File: src/rtl/uart_tx_fifo.sv
// UART 8N1 transmitter with a byte FIFO in front of the shifter.
// Bytes written via a one-cycle strobe are queued and sent back-to-back.
module uart_tx_fifo #(
    parameter int CLK_FREQ  = 50_000_000,
    parameter int BAUD_RATE = 9600,
    parameter int FIFO_AW   = 4
) (
    input  logic               i_clk_sys,
    input  logic               i_rst_n,
    input  logic               i_scd_flag,
    input  logic [7:0]         i_scd_data,
    output logic               o_tx,
    output logic               o_busy,
    output logic               o_tx_done,
    output logic [FIFO_AW:0]   o_fifo_cnt,
    output logic               o_fifo_full,
    output logic               o_fifo_empty,
    output logic               o_overflow
);

    localparam int BIT_CYCLES = CLK_FREQ / BAUD_RATE;
    localparam int DEPTH      = 2 ** FIFO_AW;
    localparam int CW         = (BIT_CYCLES > 1) ? $clog2(BIT_CYCLES) : 1;
    localparam logic [CW-1:0]      LAST = CW'(BIT_CYCLES - 1);
    localparam logic [FIFO_AW:0]   FULL = (FIFO_AW + 1)'(DEPTH);

    typedef enum logic [1:0] {IDLE, START, DATA, STOP} state_t;

    state_t               state;
    state_t               state_nx;
    logic [CW-1:0]        cnt_bit;
    logic [2:0]           idx;
    logic [7:0]           shift;
    logic [7:0]           mem [DEPTH];
    logic [FIFO_AW-1:0]   wr_ptr;
    logic [FIFO_AW-1:0]   rd_ptr;
    logic [FIFO_AW:0]     cnt_nx;
    logic                 bit_end;
    logic                 has_data;
    logic                 pop;
    logic                 push;
    logic                 drop;
    logic                 tx_nx;
    logic                 done_nx;

    assign bit_end  = (cnt_bit == LAST);
    assign has_data = (o_fifo_cnt != '0);
    assign pop      = has_data &&
                      (state == IDLE || (state == STOP && bit_end));
    assign push     = i_scd_flag && (!o_fifo_full || pop);
    assign drop     = i_scd_flag && o_fifo_full && !pop;
    assign cnt_nx   = o_fifo_cnt + (FIFO_AW + 1)'(push)
                                 - (FIFO_AW + 1)'(pop);

    always_ff @(posedge i_clk_sys) begin
        if (!i_rst_n) begin
            state <= IDLE;
        end else begin
            state <= state_nx;
        end
    end

    always_comb begin
        state_nx = state;
        unique case (state)
            IDLE:    if (has_data) state_nx = START;
            START:   if (bit_end) state_nx = DATA;
            DATA:    if (bit_end && idx == 3'd7) state_nx = STOP;
            STOP:    if (bit_end) state_nx = has_data ? START : IDLE;
            default: state_nx = IDLE;
        endcase
    end

    always_comb begin
        tx_nx   = o_tx;
        done_nx = 1'b0;
        unique case (state)
            IDLE:    if (has_data) tx_nx = 1'b0;
            START:   if (bit_end) tx_nx = shift[0];
            DATA:    if (bit_end) tx_nx = (idx == 3'd7) ? 1'b1 : shift[0];
            STOP: begin
                if (bit_end) begin
                    done_nx = 1'b1;
                    tx_nx   = has_data ? 1'b0 : 1'b1;
                end
            end
            default: tx_nx = 1'b1;
        endcase
    end

    always_ff @(posedge i_clk_sys) begin
        if (!i_rst_n) begin
            o_tx      <= 1'b1;
            o_busy    <= 1'b0;
            o_tx_done <= 1'b0;
            cnt_bit   <= '0;
            idx       <= '0;
            shift     <= '0;
        end else begin
            o_tx      <= tx_nx;
            o_busy    <= (state_nx != IDLE);
            o_tx_done <= done_nx;
            if (state == IDLE || bit_end) cnt_bit <= '0;
            else cnt_bit <= cnt_bit + CW'(1);
            if (state == START && bit_end) idx <= '0;
            else if (state == DATA && bit_end) idx <= idx + 3'd1;
            // shift[0] always holds the next data bit to drive
            if (pop) shift <= mem[rd_ptr];
            else if ((state == START || state == DATA) && bit_end)
                shift <= {1'b0, shift[7:1]};
        end
    end

    always_ff @(posedge i_clk_sys) begin
        if (push) mem[wr_ptr] <= i_scd_data;
    end

    always_ff @(posedge i_clk_sys) begin
        if (!i_rst_n) begin
            wr_ptr       <= '0;
            rd_ptr       <= '0;
            o_fifo_cnt   <= '0;
            o_fifo_full  <= 1'b0;
            o_fifo_empty <= 1'b1;
            o_overflow   <= 1'b0;
        end else begin
            if (push) wr_ptr <= wr_ptr + FIFO_AW'(1);
            if (pop) rd_ptr <= rd_ptr + FIFO_AW'(1);
            o_fifo_cnt   <= cnt_nx;
            o_fifo_full  <= (cnt_nx == FULL);
            o_fifo_empty <= (cnt_nx == '0);
            o_overflow   <= o_overflow | drop;
        end
    end

endmodule

File: config.mk
export PLATFORM = sky130hd
export DESIGN_NAME = uart_tx_fifo
export DESIGN_NICKNAME = d
export VERILOG_FILES = /design/src/rtl/uart_tx_fifo.sv
export SDC_FILE = /design/constraint.sdc
export NUM_CORES = 1
export LEC_CHECK = 0
export CORE_MARGIN = 2
export CORE_UTILIZATION = 59
export CTS_CLUSTER_SIZE = 40
export DETAILED_ROUTE_END_ITERATION = 7
export GPL_TIMING_DRIVEN = 0
export PLACE_DENSITY = 0.77
export SYNTH_ARGS = -nofsm -noshare
export SYNTH_HDL_FRONTEND = slang
export SYNTH_SLANG_ARGS = --single-unit
File: constraint.sdc
create_clock -name i_clk_sys -period 6.85 [get_ports i_clk_sys]
set_clock_uncertainty 0.1 [all_clocks]
set_input_delay 1.37 -clock i_clk_sys [delete_from_list [all_inputs] [get_ports i_clk_sys]]
set_output_delay 1.37 -clock i_clk_sys [all_outputs]
set_load 0.005 [all_outputs]
==> flow_metrics.env <==
export IMPL_worst_pin_slew_ns=0.991
export IMPL_post_place_cells=667
export IMPL_final_nets=549
export IMPL_hold_viol=0
export IMPL_synth_edf_count=128
export IMPL_cts_resized=0
export IMPL_crit_arrival_ns=4.23
export IMPL_diodes=0
export IMPL_p_per_area_nw_per_um2=344
export IMPL_status="complete, no violations"
export IMPL_p_leak_nw=2.77
export IMPL_synthDominantCellAreaShare_pct=52.6
export IMPL_cts_tree="done"
export IMPL_clk_latency_ns=0.43
export IMPL_yosysTopAreaCell="edfxtp_1"
export IMPL_synth_seq_area_share_pct=66.1
export IMPL_seq_power_share_pct=44.4
export IMPL_comb_power_share_pct=22.7
export IMPL_power_frac_clock_pct=32.9
export IMPL_rsz0062_at_grt="false"
export IMPL_min_delay_path_depth=1
export IMPL_relSlewSlack_pct=33.7
export IMPL_antenna_found_initial=0
export IMPL_finalNonFillerCells=699
export IMPL_max_cap_viol_count=0
export IMPL_slew_viol_final=0
export IMPL_cpMaxStageDelayCell="clkdlybuf4s50_1"
export IMPL_die_y_um=115
export IMPL_path_cells="clkdlybuf4s50_1, and3_1, a22oi_2, buf_2, ha_1, inv_1, ha_1, inv_1, fa_1, nand2b_1, a21oi_1, nor2_1, xnor2_1, nor3_1"
export IMPL_worst_path_max_fanout=10
export IMPL_port_buffers=21
export IMPL_power_switching_uw=795
export IMPL_dp_slack_ns=2.43
export IMPL_wl_per_cell_um=20.4
export IMPL_synthFlopType="edfxtp_1"
export IMPL_reg2reg_from="o_fifo_cnt[3]"
export IMPL_cts_buffers=17
export IMPL_timing_hold_ws_ns=0.369
export IMPL_min_path_type="flop to flop"
export IMPL_swShare_pct=27.6
export IMPL_dieArea_sq_um=13300
export IMPL_clk_pin_slew_ns=0.06
export IMPL_cts_buffer_depth=2
export IMPL_row_count=40
export IMPL_internal_power_mw=2.08
export IMPL_cts_sinks=177
export IMPL_setup_worst_path_end_class="flop"
export IMPL_ff2ff_setup_slack_ns=3.12
export IMPL_routed_wl_mm=14.2
export IMPL_post_cts_setup_buffer_count=0
export IMPL_drtPass1Iterations=6
export IMPL_synthTopCellsByArea="edfxtp_1 (53%), dfxtp_1 (13%), mux4_2 (9.9%)"
export IMPL_final_area_sq_um=8360
export IMPL_drc_errors=0
export IMPL_postRouteAntennaNets=0
export IMPL_worstPathRequired_ns=7.06
export IMPL_r2r_end="o_fifo_full"
export IMPL_vias_per_cell=5.95
export IMPL_syn_area_sq_um=7300
export IMPL_syn_nets=505
export IMPL_irDropWorstVdd_mv=0.313
export IMPL_overflow=0
export IMPL_drtIter0Drc=466
export IMPL_setup_violations=0
export IMPL_max_stage_delay_ns=0.45
export IMPL_io_pins=22
export IMPL_holdPathEnd="o_overflow"
export IMPL_fin_setup_tns_ns=0
export IMPL_avgSynthCellArea_sq_um=15.4
export IMPL_grt_max_degree=17
export IMPL_gr_usage_all_layers_pct=23.7
export IMPL_synthTopCellsByCount="edfxtp_1 (128), dfxtp_1 (49), nor2_1 (41), mux4_2 (32), ha_1 (19)"
export IMPL_postCtsHoldBufs=0
export IMPL_ff2ff_path_depth=16
export IMPL_core_sq_um=12100
export IMPL_cp_start_kind="input port"
export IMPL_ys_ff_latch=177
export IMPL_power_total_mw=2.88
export IMPL_yosysMostFrequentCell="edfxtp_1"
export IMPL_start_util_pct=60.5
export IMPL_placed_area_sq_um=7780
export IMPL_syn2layout_area_growth_pct=14.5
export IMPL_criticalPathCategory="input port to flop"
export IMPL_cts_max_level=4
export IMPL_dp_hpwl_mm=9.44
export IMPL_fmax_ghz=0.249
export IMPL_fin_ws_ns=2.83
export IMPL_die_x_um=115
export IMPL_ys_warn_count=0
export IMPL_cts_root_buf="clkbuf_16"
export IMPL_drive_gt1_share_pct=16.2
export IMPL_num_vias=4158
export IMPL_fin_util_pct=69.3
export IMPL_fin_crit_sh_pct=58.6
export IMPL_worstHoldStart="o_overflow"
export IMPL_period_needed_ns=4.02
export IMPL_grt_pass1_vias=4193
export IMPL_async_reset_ff_share_pct=0
export IMPL_routabilityCongestion=0.832
export IMPL_ys_types=49
export IMPL_synth_cells=474
export IMPL_grt_pass1_wl_mm=22.6
## cells in the final DEF (no fill, tap or decap), types with 5 or more instances in the layout
cell | synthesis | layout
buf_4 | 3 | 7
clkbuf_16 | 0 | 17
and2_1 | 11 | 11
xor2_1 | 7 | 7
nand3_1 | 6 | 6
nor2_1 | 41 | 41
nor2b_1 | 9 | 9
a22oi_1 | 7 | 7
edfxtp_1 | 128 | 128
mux2i_1 | 11 | 11
a21oi_1 | 18 | 18
nand2_1 | 11 | 11
o21ai_0 | 8 | 8
nor3_1 | 5 | 5
clkbuf_1 | 9 | 10
a211oi_1 | 10 | 10
o2bb2ai_1 | 7 | 7
ha_1 | 19 | 19
xnor2_1 | 11 | 11
clkdlybuf4s50_1 | 0 | 21
inv_1 | 18 | 18
mux4_2 | 32 | 32
buf_2 | 6 | 6
dfxtp_1 | 49 | 49
## final cells by class
| cell class | instances | area, sq um |
|---|---|---|
| clock inverter | 14 | 151 |
| tap | 168 | 210 |
| timing repair buffer | 25 | 240 |
| clock buffer | 18 | 429 |
| multi-input combinational | 256 | 2320 |
| inverter | 18 | 67.6 |
| fill | 795 | 3700 |
| buffer | 23 | 120 |
| sequential | 177 | 4820 |
## worst max-delay path, delay by kind of cell
kind                     cells  cell delay, ns
adder cells (fa/ha/maj)      3            0.84
AND/OR/NAND/NOR              4            0.52
AO/OA/AOI/OAI                2            0.40
buffers and inverters        4            0.88
XOR/XNOR                     1            0.23
## how the worst max path moves through the flow
| stage | start | to |
|---|---|---|
| 2_1_floorplan | i_scd_flag | o_fifo_full |
| 3_3_place_gp | i_scd_flag | mem[1][2] |
| 3_5_place_dp | i_scd_flag | o_fifo_full |
| 4_1_cts | i_scd_flag | o_fifo_full |
| 5_1_grt | i_scd_flag | o_fifo_empty |
| 6_report | i_scd_flag | o_fifo_full |
## cells by family after synthesis
kind of cell               after synthesis  synth area share [%]
xor gates and xnor gates                18                  2.16
DFF                                    177                  66.1
and+or+nand+nor                        113                  8.36
buffers and inverters                   41                  2.57
adders and majority gates               20                  3.53
AOI/OAI and AO/OA                       62                  5.95
muxes                                   43                  11.4
## power groups by stage
| stage | registers, mW | clock network [mW] | logic (mW) |
|---|---|---|---|
| after global routing | 1.28 | 1.00 | 0.721 |
| after floorplan | 1.29 | 0 | 0.469 |
| after CTS | 1.28 | 0.960 | 0.654 |
| after global placement | 1.29 | 0 | 0.622 |
| after detailed placement | 1.30 | 0 | 0.647 |
| final | 1.28 | 0.947 | 0.653 |
## routing by layer
metal	track usage [%]	up-vias	routed length (um)
met1	29.5	2091	5730
met2	39.9	141	7320
li1	-	1897	-
met4	8.43	0	310
met5	0	-	0
met3	6.96	29	871
## registers in the layout, summed over array words and instances, names as in the netlist, 2 cells and up, named ones only
name / count
rd_ptr: 4
wr_ptr: 4
state: 2
idx: 3
o_fifo_cnt: 5
mem: 128
cnt_bit: 13
shift: 8
(Power assumes the default switching activity.)
